File: config.mk
export PLATFORM = sky130hd
export DESIGN_NAME = nmr_bstrm_multich_dpath
export DESIGN_NICKNAME = d
export VERILOG_FILES = /design/src/rtl/nmr_bstrm_pkg.sv /design/src/rtl/nmr_bstrm_multich_dpath_cmd_buf.sv /design/src/rtl/nmr_bstrm_multich_dpath.sv
export SDC_FILE = /design/constraint.sdc
export NUM_CORES = 1
export LEC_CHECK = 0
export BUFFER_PORTS_ARGS = -buffer_cell sky130_fd_sc_hd__buf_2
export CORE_ASPECT_RATIO = 2
export CORE_MARGIN = 2
export CORE_UTILIZATION = 56
export DETAILED_ROUTE_END_ITERATION = 16
export PLACE_DENSITY = 0.8
export SYNTH_ARGS = -nofsm -noshare
export SYNTH_HDL_FRONTEND = slang
export SYNTH_SLANG_ARGS = --single-unit
File: constraint.sdc
create_clock -name i_clk -period 15.3 [get_ports i_clk]
set_clock_uncertainty 0.2 [all_clocks]
set_input_delay 0.765 -clock i_clk [delete_from_list [all_inputs] [get_ports i_clk]]
set_output_delay 0.765 -clock i_clk [all_outputs]
set_load 0.02 [all_outputs]
File: src/rtl/nmr_bstrm_pkg.sv
// nmr_bstrm_pkg
// Shared types and constants for the multi-channel bitstream datapath:
//   op_e     - command opcode carried on the command bus
//   state_e  - sequencer state (IDLE / ARM / RUN)
//   FRAMES   - PATTERN frames per command for the default geometry
//   frames_of()  - frames per PATTERN for an arbitrary geometry
//   is_data_op() - true for opcodes that produce output (HOLD, PATTERN)
package nmr_bstrm_pkg;

  typedef enum logic [1:0] {
    OP_END     = 2'b00,
    OP_HOLD    = 2'b01,
    OP_PATTERN = 2'b10,
    OP_RSVD    = 2'b11
  } op_e;

  typedef enum logic [1:0] {
    ST_IDLE = 2'd0,
    ST_ARM  = 2'd1,
    ST_RUN  = 2'd2
  } state_e;

  localparam int DATA_WIDTH_DEF = 120;
  localparam int NCH_DEF        = 4;
  localparam int CNT_W_DEF      = 32;
  localparam int FRAMES         = DATA_WIDTH_DEF / NCH_DEF;

  function automatic int frames_of(input int dw, input int nch);
    return dw / nch;
  endfunction

  // Reserved opcode behaves like END, so only HOLD and PATTERN drive output.
  function automatic logic is_data_op(input op_e op);
    return (op == OP_HOLD) || (op == OP_PATTERN);
  endfunction

endpackage

File: src/rtl/nmr_bstrm_multich_dpath_cmd_buf.sv
// nmr_bstrm_cmd_buf
// One-entry prefetch register for the command stream.
//   i_clk, i_rst          - clock, asynchronous active-high reset
//   i_fill                - load i_op/i_level/i_data and mark valid
//   i_consume             - current entry taken by the sequencer
//   i_flush               - drop the entry (wins over fill and consume)
//   o_valid/o_op/o_level/o_data - stored entry
// Consume and fill in the same cycle leaves the entry valid with new contents,
// which is what gives gapless back-to-back segments.
module nmr_bstrm_cmd_buf
  import nmr_bstrm_pkg::*;
#(
  parameter int DATA_WIDTH = DATA_WIDTH_DEF,
  parameter int NCH        = NCH_DEF
) (
  input  logic                  i_clk,
  input  logic                  i_rst,
  input  logic                  i_fill,
  input  logic                  i_consume,
  input  logic                  i_flush,
  input  logic [1:0]            i_op,
  input  logic [NCH-1:0]        i_level,
  input  logic [DATA_WIDTH-1:0] i_data,
  output logic                  o_valid,
  output logic [1:0]            o_op,
  output logic [NCH-1:0]        o_level,
  output logic [DATA_WIDTH-1:0] o_data
);

  logic                  r_valid;
  op_e                   r_op;
  logic [NCH-1:0]        r_level;
  logic [DATA_WIDTH-1:0] r_data;

  always_ff @(posedge i_clk or posedge i_rst) begin
    if (i_rst) begin
      r_valid <= 1'b0;
      r_op    <= OP_END;
      r_level <= '0;
      r_data  <= '0;
    end else begin
      if (i_flush)        r_valid <= 1'b0;
      else if (i_fill)    r_valid <= 1'b1;
      else if (i_consume) r_valid <= 1'b0;

      // Payload may be overwritten while flushing; it is never used invalid.
      if (i_fill) begin
        r_op    <= op_e'(i_op);
        r_level <= i_level;
        r_data  <= i_data;
      end
    end
  end

  assign o_valid = r_valid;
  assign o_op    = r_op;
  assign o_level = r_level;
  assign o_data  = r_data;

endmodule

File: src/rtl/nmr_bstrm_multich_dpath.sv
// nmr_bstrm_multich_dpath
// Executes a stream of HOLD / PATTERN / END commands on NCH registered outputs,
// with a one-entry prefetch buffer so consecutive segments run without gaps.
//   i_clk, i_rst      - clock, asynchronous active-high reset
//   i_start           - arm pulse, honoured in IDLE only
//   i_abort           - synchronous abort, highest priority
//   i_cmd_valid/o_cmd_rdy - command handshake
//   i_cmd_op/i_cmd_level/i_cmd_data - command payload
//   o_out             - channel outputs
//   o_busy / o_done   - running / idle
//   o_underrun        - sticky: a segment ended with no command buffered
//   o_seg_strobe      - high on the first output cycle of each segment
module nmr_bstrm_multich_dpath
  import nmr_bstrm_pkg::*;
#(
  parameter int DATA_WIDTH = DATA_WIDTH_DEF,
  parameter int NCH        = NCH_DEF,
  parameter int CNT_W      = CNT_W_DEF
) (
  input  logic                  i_clk,
  input  logic                  i_rst,
  input  logic                  i_start,
  input  logic                  i_abort,
  input  logic                  i_cmd_valid,
  output logic                  o_cmd_rdy,
  input  logic [1:0]            i_cmd_op,
  input  logic [NCH-1:0]        i_cmd_level,
  input  logic [DATA_WIDTH-1:0] i_cmd_data,
  output logic [NCH-1:0]        o_out,
  output logic                  o_busy,
  output logic                  o_done,
  output logic                  o_underrun,
  output logic                  o_seg_strobe
);

  localparam int FRAMES_L = frames_of(DATA_WIDTH, NCH);
  localparam logic [CNT_W-1:0] LAST_FRAME = CNT_W'(FRAMES_L - 1);

  if (DATA_WIDTH % NCH != 0) begin : g_bad_nch
    $error("DATA_WIDTH must be a multiple of NCH");
  end
  if (CNT_W > DATA_WIDTH) begin : g_bad_cnt_w
    $error("CNT_W must not exceed DATA_WIDTH");
  end

  state_e                r_state;
  state_e                w_state_next;
  logic [NCH-1:0]        r_out;
  logic                  r_seg_strobe;
  logic                  r_underrun;
  logic [CNT_W-1:0]      r_cnt;
  logic [DATA_WIDTH-1:0] r_pat;
  logic                  r_is_pat;

  logic                  w_buf_valid;
  logic [1:0]            w_buf_op;
  logic [NCH-1:0]        w_buf_level;
  logic [DATA_WIDTH-1:0] w_buf_data;
  op_e                   w_buf_op_e;
  logic [CNT_W-1:0]      w_len;

  logic w_seg_end, w_take, w_load, w_load_data, w_load_end;
  logic w_underrun_evt, w_flush, w_fill, w_start_ok, w_cmd_rdy;

  assign w_buf_op_e = op_e'(w_buf_op);
  assign w_len      = w_buf_data[CNT_W-1:0];

  // Counter reaching zero in RUN marks the last output cycle of a segment.
  assign w_seg_end      = (r_state == ST_RUN) && (r_cnt == '0);
  // w_take ignores abort so that the ready path does not depend on i_abort.
  assign w_take         = w_buf_valid && ((r_state == ST_ARM) || w_seg_end);
  assign w_load         = w_take && !i_abort;
  assign w_load_data    = w_load && is_data_op(w_buf_op_e);
  assign w_load_end     = w_load && !is_data_op(w_buf_op_e);
  assign w_underrun_evt = w_seg_end && !w_buf_valid && !i_abort;
  // Any return to IDLE drops whatever was accepted on that same edge.
  assign w_flush        = i_abort || w_load_end || w_underrun_evt;
  assign w_fill         = i_cmd_valid && w_cmd_rdy;
  assign w_start_ok     = (r_state == ST_IDLE) && i_start && !i_abort;

  nmr_bstrm_cmd_buf #(
    .DATA_WIDTH (DATA_WIDTH),
    .NCH        (NCH)
  ) u_cmd_buf (
    .i_clk     (i_clk),
    .i_rst     (i_rst),
    .i_fill    (w_fill),
    .i_consume (w_take),
    .i_flush   (w_flush),
    .i_op      (i_cmd_op),
    .i_level   (i_cmd_level),
    .i_data    (i_cmd_data),
    .o_valid   (w_buf_valid),
    .o_op      (w_buf_op),
    .o_level   (w_buf_level),
    .o_data    (w_buf_data)
  );

  // State register
  always_ff @(posedge i_clk or posedge i_rst) begin
    if (i_rst) r_state <= ST_IDLE;
    else       r_state <= w_state_next;
  end

  // Next-state logic
  always_comb begin
    w_state_next = r_state;
    if (i_abort) begin
      w_state_next = ST_IDLE;
    end else begin
      case (r_state)
        ST_IDLE: if (i_start) w_state_next = ST_ARM;
        ST_ARM: begin
          if (w_load_data)     w_state_next = ST_RUN;
          else if (w_load_end) w_state_next = ST_IDLE;
        end
        ST_RUN: if (w_load_end || w_underrun_evt) w_state_next = ST_IDLE;
        default: w_state_next = ST_IDLE;
      endcase
    end
  end

  // Output logic
  always_comb begin
    o_busy    = (r_state != ST_IDLE);
    o_done    = (r_state == ST_IDLE);
    w_cmd_rdy = (r_state != ST_IDLE) && (!w_buf_valid || w_take);
  end

  assign o_cmd_rdy = w_cmd_rdy;

  // Segment datapath: OUT, strobe, frame shifter and the down-counter.
  always_ff @(posedge i_clk or posedge i_rst) begin
    if (i_rst) begin
      r_out        <= '0;
      r_seg_strobe <= 1'b0;
      r_underrun   <= 1'b0;
      r_cnt        <= '0;
      r_pat        <= '0;
      r_is_pat     <= 1'b0;
    end else begin
      r_seg_strobe <= w_load_data;

      if (w_start_ok)          r_underrun <= 1'b0;
      else if (w_underrun_evt) r_underrun <= 1'b1;

      if (i_abort || w_load_end || w_underrun_evt) begin
        r_out <= '0;
        r_cnt <= '0;
      end else if (w_load_data) begin
        if (w_buf_op_e == OP_PATTERN) begin
          r_out    <= w_buf_data[DATA_WIDTH-1 -: NCH];
          r_pat    <= w_buf_data << NCH;
          r_cnt    <= LAST_FRAME;
          r_is_pat <= 1'b1;
        end else begin
          // A zero length still occupies one cycle.
          r_out    <= w_buf_level;
          r_cnt    <= (w_len == '0) ? '0 : (w_len - CNT_W'(1));
          r_is_pat <= 1'b0;
        end
      end else if (r_state == ST_RUN) begin
        // Mid-segment: counter is non-zero here, segment end handled above.
        r_cnt <= r_cnt - CNT_W'(1);
        if (r_is_pat) begin
          r_out <= r_pat[DATA_WIDTH-1 -: NCH];
          r_pat <= r_pat << NCH;
        end
      end
    end
  end

  assign o_out        = r_out;
  assign o_seg_strobe = r_seg_strobe;
  assign o_underrun   = r_underrun;

endmodule
* Word level (Yosys, flattened, before mapping) *
Cells that the tools add are included.

word-level totals
  flip-flop bits (word level) = 288
  input bits = 131

operators by class
  $add $sub $neg = 2
  eq/ne operators = 8
  mux-type cells = 26
  bitwise operators = 1
  reduce and logical (&&, ||, !) cells = 34

operator list
  cell                                                                    number
  120-bit 2-to-1 mux                                                      4
  32-bit 2-to-1 mux                                                       5
  32-bit zero test                                                        2
  32-bit by 1-bit subtractor with 32-bit output (second input constant)   2
  4-bit 2-to-1 mux                                                        5
  1-bit logical AND                                                       11
  2-bit 2-to-1 mux                                                        5
  3-bit nonzero test                                                      3
  2-bit nonzero test                                                      4
  1-bit logical OR                                                        6
  1-bit 2-to-1 mux                                                        6
  2-bit one-hot mux with 3 select lines                                   1
  2-bit by 1-bit equality test with 1-bit output (second input constant)  2
  2-bit equality test (second input constant)                             2
  4-bit != test (second input constant)                                   1
  2-bit AND reduction                                                     2
  4-bit AND reduction                                                     1
  1-bit zero test                                                         3
  3-bit by 2-bit != test with 1-bit output (second input constant)        1
  3-bit != test (second input constant)                                   1
  3-bit AND reduction                                                     1
  2-bit zero test                                                         1
  2-bit by 1-bit != test with 1-bit output (second input constant)        1
  1-bit inverter                                                          1

* Longest topological paths before layout *
Gate-level depths: netlist of the first run.

  depth in word-level cells = 10
  mapped depth = 10
  mapped depth without buffers = 9

* Hierarchy *
A second synthesis of the first run with hierarchy kept.

unflattened totals
  cell total of the unflattened synthesis = 1041
  area, all modules = 13739.4 µm²

modules (own cells, without submodules)
  module                   times used  cells an instance  area an instance (µm²)  seq. area each (µm²)
  nmr_bstrm_multich_dpath  1           770                8913.5                  3928.8
  nmr_bstrm_cmd_buf        1           271                4825.9                  3178.0

* Least setup slack after synthesis of the first run *
Ideal clock, no wire load.

  kind = reg-to-output
  start = register r_cnt[8]
  end = output port o_cmd_rdy
  arrival = 2.013 ns
  required time = 14.335 ns
  slack = 12.322 ns
  stages on the path, launching flop included = 7
  path through = dfrtp_1 buf_2 nor4_4 nand3_2 nor4_4 nor2_1 a21oi_1

between the ends
  word-level cells in the longest chain between the ends = 6

RTL lines
  item                    line                            RTL
  from (decl)             nmr_bstrm_multich_dpath.sv:51   logic [CNT_W-1:0] r_cnt;
  from (signal assigned)  nmr_bstrm_multich_dpath.sv:159  r_cnt <= (w_len == '0) ? '0 : (w_len - CNT_W'(1));
  from (signal assigned)  nmr_bstrm_multich_dpath.sv:164  r_cnt <= r_cnt - CNT_W'(1);
  32-bit zero test        nmr_bstrm_multich_dpath.sv:69   assign w_seg_end = (r_state == ST_RUN) && (r_cnt == '0);
  1-bit logical AND       nmr_bstrm_multich_dpath.sv:69
  1-bit logical OR        nmr_bstrm_multich_dpath.sv:71   assign w_take = w_buf_valid && ((r_state == ST_ARM) || w_seg_end);
  1-bit logical AND       nmr_bstrm_multich_dpath.sv:71
  1-bit logical OR        nmr_bstrm_multich_dpath.sv:127  w_cmd_rdy = (r_state != ST_IDLE) && (!w_buf_valid || w_take);
  1-bit logical AND       nmr_bstrm_multich_dpath.sv:127
  to (decl)               nmr_bstrm_multich_dpath.sv:25   output logic o_cmd_rdy,

Every way passes these cells.

* Worst setup path in the final report of the first run *
  start = register r_cnt[27]
  end = register r_pat[20]

between the ends
  word-level cells in the longest chain between the ends = 10
  elaborated cells on any way between the ends = 17
  classes of those cells = eq/ne (1); mux (1); bitwise (1); reduce/logical (14)

RTL lines
  item                           line                            RTL
  32-bit zero test (*)           nmr_bstrm_multich_dpath.sv:69
  1-bit logical AND (*)          nmr_bstrm_multich_dpath.sv:69
  1-bit logical OR               nmr_bstrm_multich_dpath.sv:71
  1-bit logical AND              nmr_bstrm_multich_dpath.sv:71
  1-bit logical AND              nmr_bstrm_multich_dpath.sv:72   assign w_load = w_take && !i_abort;
  1-bit logical AND              nmr_bstrm_multich_dpath.sv:74   assign w_load_end = w_load && !is_data_op(w_buf_op_e);
  1-bit logical OR (2 in a row)  nmr_bstrm_multich_dpath.sv:147  if (i_abort || w_load_end || w_underrun_evt) begin
  1-bit inverter (no line)       -
  4-bit AND reduction (no line)  -
  to (signal assigned)           nmr_bstrm_multich_dpath.sv:153  r_pat <= w_buf_data << NCH;
  to (signal assigned)           nmr_bstrm_multich_dpath.sv:167  r_pat <= r_pat << NCH;
  to (decl)                      nmr_bstrm_multich_dpath.sv:52   logic [DATA_WIDTH-1:0] r_pat;

Every way passes the cells marked *; elsewhere a longest branch is shown, timed or not.
A chain may end at the register's enable or synchronous reset.

==> impl.org, run 1 <==
** Worst setup path
- The number of cells on the worst reg-to-reg path is 8.
- Critical Path Fanout Max :: 59
- Maximum cell stage delay along the critical path :: roughly 0.73 ns
- Critical path's most frequent cell :: sky130_fd_sc_hd__buf_4
- Traced cell by cell, the critical path runs through nor4_1, nand2b_1, nor4_4, o211ai_2, a21oi_4, buf_4, buf_4, mux2_2.
- For the worst setup path, the data required time is 15.51 ns.
- Among all stages on the critical path, the largest delay is contributed by sky130_fd_sc_hd__buf_4.
- Reg-to-reg endpoint :: r_pat[20]
- Worst setup path class :: flip-flop to flip-flop
- R2R setup slack :: 10.87 ns
- STA classifies the critical path endpoint as a flip-flop.
- The worst register-to-register path begins at r_cnt[27].
- Critical path arrival :: 4.64 ns
- CP Launch Type :: flip-flop

** Die
- The die covers about 0.026 sq mm.
- 140 I/O pins were placed.
- The total area inside the core boundary comes to 0.0238 sq mm.
- In this run the horizontal extent of the chip is about 110 um.
- In this run the vertical extent of the chip is 224 um.
- The floorplan has 80 rows.
- The initial utilization of the core area, before any placement, comes to ~57%.

** Global routing
- Global route overflow :: 0
- Across every metal layer, demand over resource in global routing totals 23.9%.
- Entering global routing, the biggest net connects 124 pins.
- The first global-routing pass estimated 48700 um of wire.
- The initial antenna violation count came to 0.
- The via count of the first global-routing pass was around 9600.

** Place
- After detailed placement, the design holds a cell count of 1428.
- In this run the tool buffered the top-level ports with approximately 140 buffer cells.
- Routability-driven placement finished with a final weighted congestion of just under 1.
- Once detailed placement completed, the half-perimeter wirelength came to 20700 um.

** Layout
- Once layout is complete, the cells apart from fillers number 1476.
- In the final design database the tool counted 1304 nets.
- Share of the core filled with cells in the final layout :: 64.9%
- In the final layout, the share of cells above drive strength 1 is 44.5%.
- Leading cell types in the layout, fill and taps excluded :: sky130_fd_sc_hd__mux2_2 (309), sky130_fd_sc_hd__dfrtp_1 (284), sky130_fd_sc_hd__buf_2 (139), sky130_fd_sc_hd__nor2_1 (38)
- Diode count :: 0
- Layout overhead on the synthesized area :: 13.8%
- Most common cell after layout, fill and taps aside :: sky130_fd_sc_hd__mux2_2

** Route
- ANT nets after route :: 0
- Number of iterations in the first detailed-routing pass :: 4
- Amount of wire on met3 after detailed routing :: 960 um
- In the routed layout, each cell is associated on average with a via count of 5.97.
- In the final routing, the length of wire on met1 measures 10800 um.
- For this run, design rule violations remaining after detail routing come to 0.
- WL/cell :: just over 20 um
- Top sig layer :: met4
- Summed over all nets, wire length on met2 after detailed routing comes to between 15000 and 20000 um.
- The detailed router placed 8818 vias in this run.
- The routed design has 29700 um of wire.
- The first routing iteration left 439 violations.

** Min path
- Class of the most critical hold timing path :: input port to asynchronous set/reset pin

** Yosys
- Primary flip-flop cell chosen by synthesis mapping :: sky130_fd_sc_hd__dfrtp_1
- Share of async-settable or async-resettable flops after synthesis :: 100%
- Average size of a mapped cell :: 13.0 sq um
- Sequential area share after synthesis :: 52.3%
- Counting distinct cell types in the post-synthesis netlist gives 69.
- Synthesis produced a netlist with a net count of approximately 1200.
- FF+latch count, synth :: 284
- Synthesis produced ~1000 cells.
- In this run, synthesis inferred 0 flip-flops with an integrated enable.
- Summing every instance area after synthesis gives approximately 0.014 sq mm.
- Number of synthesis warnings :: 0

** STA
- At the pin with the least slew margin, the transition time is 1.12 ns.
- Setup TNS :: 0 ns
- Post-route clock period utilization :: 29.0%
- The count of pins over their slew limit came to 0.
- Slew headroom :: 25.4%
- Final Hold Fails :: 0
- Setup repair after global routing left no endpoint under its margin.
- Min Tclk post-route :: 4.43 ns
- Hold_ws :: 0.202 ns
- Setup violations remaining at the end of the flow were counted as 0.
- Highest clock rate :: 226 MHz

** Pwr
- Total power density per cell area :: 121 mW/mm^2
- Final Total Pwr :: 1.87 mW
- For this design the static power due to leakage is 7.43 nW.
- Highest ir drop seen on vdd :: roughly 110 uV

** CTS
- Clock-pin slew was measured on the worst setup and hold paths at 0.07 ns.
- Number of buffers added by the clock tree synthesis step :: 26
- Number of H-tree levels :: 1
- Root buf cell :: sky130_fd_sc_hd__clkbuf_16
- Clock sinks :: 284
- For the worst-skew pair, the clock arrives at the later sink with an insertion delay of 0.53 ns.
- Post CTS Setup Buffer Count :: 0
- The clock passes through at most 3 buffers.
- CTS Hold Buffers Added :: 0
- Once the clock tree was built, the resizer swapped 0 gates to a different size.
- TritonCTS built the clock tree.

** Run status
- Run status :: finished, final reports clean

** Run
- Total of max-cap violations :: 0
stage by stage:
stage / instance area, sq um / setup slack, ns
after CTS: 15500 / 10.88
after global routing: 15500 / 10.69
after floorplan: 13600 / 6.50
after global placement: 14500 / 10.96
after detailed placement: 14500 / 10.89
final: 15500 / 10.87
worst max-delay path by stage:
stage	start	end	slack (ns)	cells past startpoint
after floorplan	i_rst	o_out[0]	6.50	1
after global placement	r_cnt[27]	r_pat[40]	10.96	8
after detailed placement	r_cnt[27]	r_pat[41]	10.89	8
after CTS	r_cnt[27]	r_pat[39]	10.88	8
after global routing	r_cnt[27]	r_pat[53]	10.69	8
final	r_cnt[27]	r_pat[20]	10.87	8
registers in the layout, summed over array words and instances, names as in the netlist:
register and flops:
r_state 2, u_cmd_buf.o_valid 1, o_out 4, u_cmd_buf.o_data 120, u_cmd_buf.o_op 2, r_is_pat 1, o_seg_strobe 1, r_pat 116
u_cmd_buf.o_level 4, r_cnt 32, o_underrun 1
logic make-up after synthesis:
kind of cell / share of synthesized area, %
compound gates: 5.72
xor+xnor: 1.80
fa+ha+maj: 0.368
buf+inv: 2.72
flops: 52.3
mux: 29.9
simple gates: 7.19
synth_stat cells, types with 5 or more instances:
master	instances	share of area [%]
sky130_fd_sc_hd__mux2_2	309	26
sky130_fd_sc_hd__dfrtp_1	284	52
sky130_fd_sc_hd__nor2_1	38	1.0
sky130_fd_sc_hd__mux2_1	36	3.0
sky130_fd_sc_hd__nand2_1	36	0.99
sky130_fd_sc_hd__o21ai_0	34	1.3
sky130_fd_sc_hd__clkbuf_1	28	0.77
sky130_fd_sc_hd__a21oi_1	22	0.81
sky130_fd_sc_hd__nor3_1	22	0.81
sky130_fd_sc_hd__inv_1	20	0.55
sky130_fd_sc_hd__nor4_1	20	0.92
sky130_fd_sc_hd__xor2_1	16	1.0
sky130_fd_sc_hd__buf_2	13	0.48
sky130_fd_sc_hd__mux2i_1	12	0.88
sky130_fd_sc_hd__xnor2_1	12	0.77
sky130_fd_sc_hd__nand3_1	8	0.29
sky130_fd_sc_hd__o22ai_1	8	0.37
sky130_fd_sc_hd__a31oi_1	7	0.32
sky130_fd_sc_hd__buf_4	7	0.39
sky130_fd_sc_hd__or3_1	7	0.32
sky130_fd_sc_hd__a22oi_1	6	0.33
sky130_fd_sc_hd__buf_6	5	0.41
sky130_fd_sc_hd__nand3b_1	5	0.28
sky130_fd_sc_hd__nand4_1	5	0.23
per-layer routing:
layer / vias up / global-route usage (%)
met1: 4457 / 26.7
met5: - / 0
li1: 4059 / -
met4: 0 / 12.2
met3: 78 / 2.40
met2: 224 / 44.2
where the power goes:
part / total, mW / leakage (nW) / switching [mW] / internal (mW)
Sequential: 0.898 / 3.67 / 0.0700 / 0.828
Clock: 0.723 / 0.476 / 0.281 / 0.442
Combinational: 0.248 / 3.29 / 0.131 / 0.116
Total: 1.87 / 7.43 / 0.483 / 1.39
final cells by class:
type / instances / area [sq um]
fill: 1849 / 8360
clock buffer: 38 / 787
inverter: 20 / 82.6
clock inverter: 10 / 184
tap: 287 / 359
timing repair buffer: 153 / 801
multi-input combinational: 684 / 6140
sequential: 284 / 7110
worst max-delay path: cells and delay by family, from the launching register on:
family | cells | cell delay (ns)
muxes | 1 | 0.42
DFF | 1 | 0.43
buffers and inverters | 2 | 1.35
and+or+nand+nor | 3 | 1.47
AOI/OAI and AO/OA | 2 | 0.36
No activity file was read; power rests on OpenSTA's default activity.
==> run 2, diff against run 1 <==
--- a/config.mk
+++ b/config.mk
@@ -5,6 +5,7 @@
 export SDC_FILE = /design/constraint.sdc
 export NUM_CORES = 1
 export LEC_CHECK = 0
+export ABC_AREA = 1
 export BUFFER_PORTS_ARGS = -buffer_cell sky130_fd_sc_hd__buf_2
 export CORE_ASPECT_RATIO = 2
 export CORE_MARGIN = 2
==> constraint.sdc (replaced) <==
create_clock -name i_clk -period 4.5 [get_ports i_clk]
set_clock_uncertainty 0.2 [all_clocks]
set_input_delay 0.225 -clock i_clk [delete_from_list [all_inputs] [get_ports i_clk]]
set_output_delay 0.225 -clock i_clk [all_outputs]
set_load 0.02 [all_outputs]
==> run 2 against run 1 <==
Against the previous run: final cell count up 83%; via count rose by 78%; final area grew 19%; critical path type is now flip-flop to output port; largest cell class is now multi-input gates; largest power group unchanged.
==> impl.org, run 2 <==
** Run status
- Run status :: finished, final reports clean

** Layout
- In the final layout, the share of cells above drive strength 1 is 9.78%.
- Compared with the post-synthesis result, the final layout area differs by 22.1%.
- Number of flip-flops in the largest register :: 120
- # fillers :: roughly 2100
- The final layout contains 2466 nets.
- In the layout the commonest cells are sky130_fd_sc_hd__nand2_1 (892), sky130_fd_sc_hd__nand3_1 (296), sky130_fd_sc_hd__dfrtp_1 (283), sky130_fd_sc_hd__dlygate4sd3_1 (167), sky130_fd_sc_hd__nor2_1 (163).
- The library cell used most frequently in the layout, excluding fill and tap cells, is sky130_fd_sc_hd__nand2_1.

** CTS
- Number of buffers added by the clock tree synthesis step :: 26
- In this run the deepest clock path goes through 3 buffers.
- After clock tree synthesis, the clock-pin slew on the worst setup and hold paths is ~0.070 ns.
- The tree built by TritonCTS fans out to 284 sinks.
- Root buf cell :: sky130_fd_sc_hd__clkbuf_16
- Post CTS Setup Buffer Count :: 0
- Number of H-tree levels :: 1
- TritonCTS built the clock tree.
- Clock latency at the later pin of the worst-skew pair :: 0.56 ns

** STA
- Setup violations remaining at the end of the flow were counted as 0.
- Adding up every negative setup slack in the final design gives 0 ns.
- Number of max-slew violations in the final report :: 0
- Dividing the final minimum period by the clock period gives 81.7%.
- Measured slew at the worst slew-check pin :: 1.02 ns
- The worst path in the final design needs a cycle of 3.68 ns, including I/O delays and setup.
- Setup repair after global routing missed its margin :: no
- For this run, the top clock speed supported by timing is 272 MHz.
- Slew headroom :: 32.3%
- In the post-route analysis, the smallest setup slack over all paths is 0.821 ns.
- The hold violation total from the final report came to 0.

** Pwr
- Logic gate share of total power :: 29.0%
- For this design the static power due to leakage is 9.97 nW.
- In this run switching power makes up between 30% and 40% of total power.
- Highest ir drop seen on vdd :: 389 uV
- In this run, the clock network consumes 28.7% of the power.
- Sequential share of power :: 42.3%
- Dividing total power by cell area gives a power density of 445 mW/mm^2.
- In this run the power spent charging and discharging nets is 3.08 mW.
- Internal power comes to 5.14 mW.

** Place
- Half-perimeter wire length after placement :: 30000 um
- Routability-driven placement finished with a final weighted congestion of 0.993.
- Place WS :: 1.20 ns
- Port Buffer Count :: 139

** Yosys
- FF+latch count, synth :: ~280
- By instance count, the leading cell after synthesis is sky130_fd_sc_hd__nand2_1.
- After technology mapping, the gate count stands at 2115.
- Cell area after synthesis :: 0.0151 sq mm
- Fraction of the mapped netlist area in adder cells :: 0.331%
- Average size of a mapped cell :: ~7.2 sq um
- Dominant combinational cell family by area after synthesis :: simple AND/OR/NAND/NOR gates
- Share of the synthesized area in the top cell type :: 47.0%
- Counting flops with an async set or reset pin after synthesis yields a share of 100%.
- Synth Area in Compound Gates :: 3.17%
- The synthesized netlist devotes 1.04% of its cell area to XOR and XNOR gates.
- Simple-gate area share of the yosys netlist :: a little over two fifths
- Sequential elements use 47.0% of the synthesized area.
- Leading area contributor after synthesis :: sky130_fd_sc_hd__dfrtp_1
- Primary flip-flop cell chosen by synthesis mapping :: sky130_fd_sc_hd__dfrtp_1
- By area the synthesized netlist is led by sky130_fd_sc_hd__dfrtp_1 (47%), sky130_fd_sc_hd__nand2_1 (22%), sky130_fd_sc_hd__nand3_1 (9.8%), sky130_fd_sc_hd__nand4_1 (5.2%), sky130_fd_sc_hd__nor2_1 (4.1%).
- Number of nets in the synthesized netlist :: 2250
- After synthesis, the most frequently instantiated cells are sky130_fd_sc_hd__nand2_1 (893), sky130_fd_sc_hd__nand3_1 (296), sky130_fd_sc_hd__dfrtp_1 (284).
- Number of synthesized flops with an enable pin :: 0
- Multiplexer share of the synthesized area :: 0.0661%
- Number of synthesis warnings :: 0
- Yosys mapped the design onto 34 distinct sky130hd cell types.

** Worst setup path
- The largest single stage delay on the critical path is about 0.76 ns.
- Critical Path Fanout Max :: 100
- CP Launch Type :: flip-flop
- Sort of element at the end of the critical path :: output port
- Counting stages on the worst path, the most repeated cell is sky130_fd_sc_hd__nand2_1.
- Worst setup path class :: flip-flop to output port
- Cell chain of the critical path :: nor2_1, nand2_1, inv_2, nand2_1, nor2_2, nand2_1, nand3_1, nand2_1, clkinv_2, buf_4, buf_2
- At the worst endpoint, the required time is 4.07 ns.
- CP max-delay cell :: sky130_fd_sc_hd__buf_4
- For the worst setup path, the data arrival time is 3.25 ns.

** Die
- Row generation in the floorplan step produced 85 rows.
- In this run the horizontal extent of the chip is 120 um.
- Height of the die :: about 240 um
- Initial Utilization :: between 50% and 60%
- Core region area :: 0.0268 sq mm
- In this run the count of I/O pins placed on the die edge is 140.
- Die Footprint :: roughly 0.028 sq mm

** Route
- For this run, design rule violations remaining after detail routing come to 0.
- The routed design uses 26300 um of met2 wire.
- Amount of wire on met3 after detailed routing :: around 3000 um
- Overall via count from detail_route :: 15700
- Number of iterations in the first detailed-routing pass :: 8
- Once detail routing completed, the nets flagged for antenna violations numbered 0.
- Detailed-route wire length :: 50600 um
- In the final routing, the length of wire on met1 measures 17300 um.
- Routed signal wires occupy layers up through met4.
- After the first detailed-routing iteration, the DRC count stood at 1496.
- Dividing the detail-routed via count by the number of cells gives 5.82.
- WL/cell :: roughly 19 um

** Global routing
- Vias in the first global route :: 15800
- For this run the aggregate overflow at the end of global routing stands at 0.
- The initial antenna violation count was 1.
- Global-route total usage across every layer :: roughly 36%
- Pin count of the biggest net entering global routing :: around 130
- The first global-routing pass estimated a little over 80000 um of wire.

** Min path
- The tightest min-delay check is of the input port to flip-flop type.

** Run
- Across the run, the number of max-cap violations was 0.
-- run 2: cell types whose count changed in the layout (fill, tap and decap cells not counted), moves of 36 or more --
cell,delta
sky130_fd_sc_hd__mux2_2,-309
sky130_fd_sc_hd__inv_1,+54
sky130_fd_sc_hd__nand3_1,+288
sky130_fd_sc_hd__mux2_1,-36
sky130_fd_sc_hd__nand4_1,+122
sky130_fd_sc_hd__dlygate4sd3_1,+167
sky130_fd_sc_hd__nor2_1,+125
sky130_fd_sc_hd__nand2_1,+856
-- run 2: per-layer routing --
metal / GRT usage, % / vias up
met5: 0 / -
met4: 24.6 / 0
met3: 4.02 / 195
met2: 63.4 / 769
met1: 40.9 / 7457
li1: - / 7294
-- run 2: path summary, 6_finish.rpt --
path                                        end  cells after the start  slack, ns        start
setup / recovery                      o_cmd_rdy                     11       0.82    r_cnt[11]
hold / removal             u_cmd_buf.o_data[60]                      3       0.02  i_cmd_valid
setup reg to reg           u_cmd_buf.o_data[47]                     13       0.87    r_cnt[11]
hold reg to reg                        r_pat[8]                      2       0.27     r_pat[8]
max in group asynchronous             r_pat[59]                      4       2.64        i_rst
min in group asynchronous     u_cmd_buf.o_op[0]                      3       0.11        i_rst
-- run 2: area by class of cell --
| type | instances | area, sq um | area share, % |
|---|---|---|---|
| inverters | 79 | 302 | 1.63 |
| clock buffers | 39 | 761 | 4.12 |
| repair buffers | 328 | 2600 | 14.1 |
| diodes | 2 | 5.00 | 0.0271 |
| clock inverters | 9 | 124 | 0.671 |
| multi-input cells | 1612 | 7140 | 38.6 |
| flip-flops and latches | 284 | 7110 | 38.5 |
| well taps | 348 | 435 | 2.36 |
-- run 2: what timing repair did --
action	CTS	global route
resized for setup	0	0
hold endpoints to repair	154	0
hold buffers	167	0
-- run 2: power groups by stage --
stage	Clock, mW	Sequential [mW]	Combinational, mW
2_1_floorplan	0	3.30	1.60
3_3_place_gp	0	3.48	2.13
3_5_place_dp	0	3.49	2.16
4_1_cts	2.37	3.45	2.30
5_1_grt	2.47	3.51	2.64
6_report	2.36	3.48	2.38
-- run 2: critical path, delay by kind of cell (launching register included) --
family | cells | cell delay (ns)
buf+inv | 4 | 1.22
flops | 1 | 0.47
simple gates | 7 | 0.96
-- run 2: stage by stage --
step	power (mW)	hold slack, ns	area (sq um)	utilization, %	cells
6_report	8.22	0.0199	18500	68.9	2701
3_5_place_dp	5.65	0.154	15900	59.4	2484
5_1_grt	8.62	0.0447	18500	68.9	2700
4_1_cts	8.12	0.000894	18500	68.9	2699
2_1_floorplan	4.89	0.124	15100	-	2115
3_3_place_gp	5.61	0.143	15900	59.4	2484
-- run 2: cell families after synthesis --
group / Yosys count
XOR/XNOR: 18
buffers and inverters: 219
multiplexers: 1
flip-flops: 284
AND/OR/NAND/NOR: 1501
AO/OA/AOI/OAI: 88
adder cells (fa/ha/maj): 4
